## src/rtl/mem_if_pkg.sv

```systemverilog
// -----------------------------------------------------------------------------
// mem_if_pkg
//   Shared definitions for the word-RAM strobe interface. The controller and
//   the RAM both use these defaults.
//   Contents:
//     MEM_DATA_WIDTH : default word width in bits
//     MEM_ADDR_SPACE : default address width (2**MEM_ADDR_SPACE words)
//     state_e        : access controller FSM states
// -----------------------------------------------------------------------------
package mem_if_pkg;

  localparam int MEM_DATA_WIDTH = 32;
  localparam int MEM_ADDR_SPACE = 9;

  // IDLE waits for a request. SETUP presents the address, data and selects.
  // STROBE raises the enable. RECOVER drops the enable and holds the bus.
  typedef enum logic [1:0] {
    IDLE    = 2'd0,
    SETUP   = 2'd1,
    STROBE  = 2'd2,
    RECOVER = 2'd3
  } state_e;

endpackage : mem_if_pkg

```

## src/rtl/mem_access_ctrl_if.sv

```systemverilog
// -----------------------------------------------------------------------------
// mem_access_ctrl_if
//   Strobe bus between the access controller (master) and the word RAM
//   (slave). The RAM performs the access on the rising edge of mem_enable.
//   Signals:
//     mem_addr    [ADDR_SPACE] master -> slave  word address
//     mem_datain  [DATA_WIDTH] master -> slave  write data
//     mem_read                 master -> slave  read select
//     mem_write                master -> slave  write select
//     mem_enable               master -> slave  access strobe (rising edge)
//     mem_dataout [DATA_WIDTH] slave -> master  read data
// -----------------------------------------------------------------------------
interface mem_access_ctrl_if
  import mem_if_pkg::*;
#(
  parameter int DATA_WIDTH = MEM_DATA_WIDTH,
  parameter int ADDR_SPACE = MEM_ADDR_SPACE
) ();

  logic [ADDR_SPACE-1:0] mem_addr;
  logic [DATA_WIDTH-1:0] mem_datain;
  logic                  mem_read;
  logic                  mem_write;
  logic                  mem_enable;
  logic [DATA_WIDTH-1:0] mem_dataout;

  modport master (
    output mem_addr, mem_datain, mem_read, mem_write, mem_enable,
    input  mem_dataout
  );

  modport slave (
    input  mem_addr, mem_datain, mem_read, mem_write, mem_enable,
    output mem_dataout
  );

endinterface : mem_access_ctrl_if

```

## src/rtl/mem_access_ctrl.sv

```systemverilog
// -----------------------------------------------------------------------------
// mem_access_ctrl
//   Bus-master controller for the on-chip word RAM. It turns a single-cycle
//   load or store request into a SETUP / STROBE / RECOVER sequence on the
//   RAM's edge-triggered strobe bus. Load data goes into a holding register,
//   and a one-cycle done pulse marks completion. Each access takes four cycles.
//   Every bus output comes directly from a flop. There is no combinational
//   path from the request inputs to the bus, so the enable cannot glitch.
//   Ports:
//     clk        in   system clock, rising edge
//     clr        in   asynchronous active-high reset
//     req_read   in   load request, sampled only in IDLE
//     req_write  in   store request, sampled only in IDLE
//     req_addr   in   word address, sampled with the request
//     req_wdata  in   store data, sampled with the request
//     busy       out  high in every state except IDLE
//     done       out  one-cycle completion pulse (in RECOVER)
//     err        out  one-cycle pulse when both requests are seen in IDLE
//     rdata      out  last load result, held until the next load completes
//     mem        if   strobe bus to the RAM (master modport)
// -----------------------------------------------------------------------------
module mem_access_ctrl
  import mem_if_pkg::*;
#(
  parameter int DATA_WIDTH = MEM_DATA_WIDTH,
  parameter int ADDR_SPACE = MEM_ADDR_SPACE
) (
  input  logic                  clk,
  input  logic                  clr,
  input  logic                  req_read,
  input  logic                  req_write,
  input  logic [ADDR_SPACE-1:0] req_addr,
  input  logic [DATA_WIDTH-1:0] req_wdata,
  output logic                  busy,
  output logic                  done,
  output logic                  err,
  output logic [DATA_WIDTH-1:0] rdata,
  mem_access_ctrl_if.master     mem
);

  state_e                state_q;
  logic                  busy_q;
  logic                  done_q;
  logic                  err_q;
  logic                  rd_q;
  logic                  wr_q;
  logic                  en_q;
  logic [ADDR_SPACE-1:0] addr_q;
  logic [DATA_WIDTH-1:0] wdata_q;
  logic [DATA_WIDTH-1:0] rdata_q;
  logic [DATA_WIDTH-1:0] rdata_d;
  logic                  rdata_en;

  // FSM and all bus and status outputs. A reset clears the enable
  // asynchronously, so an access interrupted during SETUP never strobes.
  always_ff @(posedge clk or posedge clr) begin
    if (clr) begin
      state_q <= IDLE;
      busy_q  <= 1'b0;
      done_q  <= 1'b0;
      err_q   <= 1'b0;
      rd_q    <= 1'b0;
      wr_q    <= 1'b0;
      en_q    <= 1'b0;
      addr_q  <= '0;
      wdata_q <= '0;
    end else begin
      // NOTE: non-blocking assignments throughout. Every flop samples the
      // values from before the edge, whatever the statement order.
      // done and err are pulses. They default low here and are set only in
      // the cycle that raises them.
      done_q <= 1'b0;
      err_q  <= 1'b0;
      unique case (state_q)
        IDLE: begin
          if (req_read ^ req_write) begin
            addr_q  <= req_addr;
            wdata_q <= req_wdata;
            rd_q    <= req_read;
            wr_q    <= req_write;
            busy_q  <= 1'b1;
            state_q <= SETUP;
          end else if (req_read && req_write) begin
            err_q <= 1'b1;
          end
        end
        SETUP: begin
          en_q    <= 1'b1;
          state_q <= STROBE;
        end
        STROBE: begin
          en_q    <= 1'b0;
          done_q  <= 1'b1;
          state_q <= RECOVER;
        end
        RECOVER: begin
          // Address and data stay put. Only the selects drop, which keeps
          // hold time after the enable falls.
          rd_q    <= 1'b0;
          wr_q    <= 1'b0;
          busy_q  <= 1'b0;
          state_q <= IDLE;
        end
        default: state_q <= IDLE;
      endcase
    end
  end

  // Load capture. The RAM drove mem_dataout on the enable rising edge, so
  // the data is stable by the STROBE->RECOVER clock edge.
  assign rdata_en = (state_q == STROBE) && rd_q;
  assign rdata_d  = rdata_en ? mem.mem_dataout : rdata_q;

  // NOTE: rdata is an ordinary holding register, not a RAM array, so it
  // takes a defined reset value.
  always_ff @(posedge clk or posedge clr) begin
    if (clr) begin
      rdata_q <= '0;
    end else begin
      rdata_q <= rdata_d;
    end
  end

  assign busy           = busy_q;
  assign done           = done_q;
  assign err            = err_q;
  assign rdata          = rdata_q;
  assign mem.mem_addr   = addr_q;
  assign mem.mem_datain = wdata_q;
  assign mem.mem_read   = rd_q;
  assign mem.mem_write  = wr_q;
  assign mem.mem_enable = en_q;

endmodule : mem_access_ctrl

```

## src/flat_wrapper.sv

```systemverilog
// flat-port wrapper written by rule: the top's interface ports become plain ports
module mem_access_ctrl_flat import mem_if_pkg::*;
#(
  parameter int DATA_WIDTH = MEM_DATA_WIDTH,
  parameter int ADDR_SPACE = MEM_ADDR_SPACE
)
  (clk, clr, req_read, req_write, req_addr, req_wdata, busy, done, err, rdata, mem_mem_addr, mem_mem_datain, mem_mem_read, mem_mem_write, mem_mem_enable, mem_mem_dataout);
  mem_access_ctrl_if #(.DATA_WIDTH(DATA_WIDTH), .ADDR_SPACE(ADDR_SPACE)) mem_i ();
  input  logic clk;
  input  logic clr;
  input  logic req_read;
  input  logic req_write;
  input  logic [ADDR_SPACE-1:0] req_addr;
  input  logic [DATA_WIDTH-1:0] req_wdata;
  output logic busy;
  output logic done;
  output logic err;
  output logic [DATA_WIDTH-1:0] rdata;
  output wire logic [$bits(mem_i.mem_addr)-1:0] mem_mem_addr;
  output wire logic [$bits(mem_i.mem_datain)-1:0] mem_mem_datain;
  output wire logic [$bits(mem_i.mem_read)-1:0] mem_mem_read;
  output wire logic [$bits(mem_i.mem_write)-1:0] mem_mem_write;
  output wire logic [$bits(mem_i.mem_enable)-1:0] mem_mem_enable;
  input wire logic [$bits(mem_i.mem_dataout)-1:0] mem_mem_dataout;
  assign mem_mem_addr = mem_i.mem_addr;
  assign mem_mem_datain = mem_i.mem_datain;
  assign mem_mem_read = mem_i.mem_read;
  assign mem_mem_write = mem_i.mem_write;
  assign mem_mem_enable = mem_i.mem_enable;
  assign mem_i.mem_dataout = mem_mem_dataout;
  mem_access_ctrl #(.DATA_WIDTH(DATA_WIDTH), .ADDR_SPACE(ADDR_SPACE)) u_core (.clk(clk), .clr(clr), .req_read(req_read), .req_write(req_write), .req_addr(req_addr), .req_wdata(req_wdata), .busy(busy), .done(done), .err(err), .rdata(rdata), .mem(mem_i));
endmodule
```

## config.mk

```make
export PLATFORM = sky130hd
export DESIGN_NAME = mem_access_ctrl_flat
export DESIGN_NICKNAME = d
export VERILOG_FILES = /design/src/rtl/mem_if_pkg.sv /design/src/rtl/mem_access_ctrl_if.sv /design/src/rtl/mem_access_ctrl.sv /design/src/flat_wrapper.sv
export SDC_FILE = /design/constraint.sdc
export NUM_CORES = 1
export LEC_CHECK = 0
export CAP_MARGIN = 25
export CORE_MARGIN = 2
export CORE_UTILIZATION = 44
export CTS_BUF_LIST = sky130_fd_sc_hd__clkbuf_16
export CTS_CLUSTER_DIAMETER = 80
export DETAILED_ROUTE_END_ITERATION = 10
export GPL_TIMING_DRIVEN = 1
export PLACE_DENSITY = 0.82
export SLEW_MARGIN = 10
export SYNTH_ARGS = -nofsm -noshare
export SYNTH_HDL_FRONTEND = slang
export SYNTH_SLANG_ARGS = --single-unit
```

## constraint.sdc

```tcl
create_clock -name clk -period 4.6 [get_ports clk]
set_clock_uncertainty 0.2 [all_clocks]
set_input_delay 0.69 -clock clk [delete_from_list [all_inputs] [get_ports clk]]
set_output_delay 0.69 -clock clk [all_outputs]
set_load 0.05 [all_outputs]
```

==> reports/results.ini <==
[yosys]
syn_inst=192
ys_seq_elements=81
seq_area_frac_synth_pct=61.4
netlist_area_mm2=0.00330
yosysUniqueCellTypes=19
synth_top_flop_cell=dfrtp_1
synth_edf_count=0
synthArstFlopShare_pct=100
avgSynthCellArea_um2=17.2
syn-num-nets=276
ys_warn_count=0

[cells_and_area]
layout.nets=438
antenna_cells=0
multi_input_area_mm2=0.00119
final_cells=458
fill_cells=507
regArea_mm2=0.00203
drive_gt1_share_pct=26.7
final_common_cell=clkdlybuf4s50_1
syn_to_final_growth_pct=59.3
layout_common_cells=155 x clkdlybuf4s50_1, 81 x dfrtp_1, 40 x mux2_4

[route]
wl_per_cell_um=16.0
first_pass_iters=4
route.detailed.drc=0
via_count=2087
wl_um=7320
drt_iter0_markers=111
via_per_inst=4.56
antenna_left=0

[global_routing]
grt_pass1_wl_um=11800
grt_max_degree=53
gr-total-overflow=0
grt_pass1_vias=2209
antenna_found_initial=0
track_usage_pct=18.3

[worst_setup_path]
reg2reg_setup_slack_ps=2270
crit-reg2reg-launch=u_core.state_q[1]
worstPathCellList=clkdlybuf4s50_1 > ha_1 > nand2_2 > buf_4 > mux2_4
critical_path_arrival_ps=2650
endpoint_kind=register
cp_slowest_cell=nand2_2
crit_start=req_read
worst_setup_path_start_kind=primary input
path_class=primary input to register
cpPeakStageDelay_ps=470
rr_worst_depth=5
worstPathMaxFanout=19
cp.required_ps=4600
regToRegEndpoint=u_core.mem.mem_datain[21]

[min_path]
hold-path-cell-count=1
min_path_type=register to register
min_from=u_core.rdata[5]
holdPathEnd=u_core.rdata[5]

[run]
maxCapViolations=0

[timing]
max-slew-margin-rel_pct=42.7
period_minus_slack_ps=2650
rsz0062_at_grt=false
setup_tns_ps=0
finalCritPeriodShare_pct=57.5
hold_violations=0
slew_viol_final=0
fin_ws_ps=1950
fmax_mhz=378
tightestPinTransition_ps=858
finalSetupViolCount=0
holdWs_ps=303

[placement]
dpl_worst_slack_ps=1610
gp_congestion=0.813
placed_cells=442
dp_hpwl_um=5440
io_buffers=155

[cts]
post_cts_buffers=0
cts_buffer_depth=2
cts_max_level=3
postCtsResizedCells=0
cts.clk_slew.worst_paths_ps=60
clock_sinks=81
root_buffer=clkbuf_16
cts_tree=done
numCtsBuffers=9
insertion_delay_ps=320
postCtsHoldBufs=0

[floorplanning]
start_util_pct=45.5
die_height_um=90.6
die_w_um=90.6
core-area_mm2=0.00725
die-area_mm2=0.00822
rows=31
pin_count=156

[run_status]
outcome=finished clean

==> layer usage <==
metal / up-vias / part of all wire, % / GRT usage [%]
li1: 983 / - / -
met1: 1007 / 44 / 24.2
met2: 90 / 48 / 29.1
met3: 7 / 7.2 / 5.34
met4: 0 / 1.1 / 5.90
met5: - / 0 / 0
==> cell families after synthesis <==
kind of cell / after synthesis / synth area share, %
and+or+nand+nor: 10 / 1.97
muxes: 77 / 30.7
buffers and inverters: 14 / 2.73
AOI/OAI and AO/OA: 3 / 0.606
DFF: 81 / 61.4
adders and majority gates: 7 / 2.65
==> how the worst max path moves through the flow <==
stage,end,cells past startpoint
6_report,u_core.mem.mem_datain[21],5
5_1_grt,u_core.mem.mem_datain[21],5
4_1_cts,u_core.mem.mem_datain[25],5
3_5_place_dp,u_core.mem.mem_datain[27],5
3_3_place_gp,u_core.mem.mem_datain[25],5
2_1_floorplan,u_core.busy,1
==> worst max-delay path: cells and delay by family <==
| family | cells | cell delay (ps) |
|---|---|---|
| buffers and inverters | 2 | 790 |
| muxes | 1 | 320 |
| adders and majority gates | 1 | 370 |
| and+or+nand+nor | 1 | 470 |
==> cell usage after synthesis, types with 2 or more instances <==
master,count,area [µm²]
nor2_1,2,7.51
mux2_2,33,372
buf_2,3,15.0
dfrtp_1,81,2030
nand4b_1,2,17.5
or3b_2,2,17.5
mux2_4,40,601
inv_1,6,22.5
buf_6,4,45.0
o211ai_1,2,15.0
ha_1,7,87.6
mux2i_1,3,30.0
==> state kept, by name (all words and copies together) (netlist names) <==
signal                 cells
u_core.rdata              32
u_core.mem.mem_datain     32
u_core.mem.mem_write       1
u_core.mem.mem_enable      1
u_core.done                1
u_core.busy                1
u_core.state_q             2
u_core.mem.mem_addr        9
u_core.err                 1
u_core.mem.mem_read        1
==> final cells by class <==
type | instances | share of cell area, %
inverters | 6 | 0.452
repair buffers | 159 | 30.1
multi-input cells | 97 | 22.5
flip-flops and latches | 81 | 38.5
well taps | 99 | 2.35
clock inverters | 7 | 1.78
clock buffers | 9 | 4.28
==> stage by stage <==
step | instance area [µm²] | util [%]
3_3_place_gp | 4940 | 68.1
2_1_floorplan | 3300 | -
6_report | 5260 | 72.5
3_5_place_dp | 4940 | 68.1
4_1_cts | 5260 | 72.5
5_1_grt | 5260 | 72.5
Power is left out: the tool's default activity adds up to more than one toggle a clock period on the data nets, which glitch-free logic cannot reach.
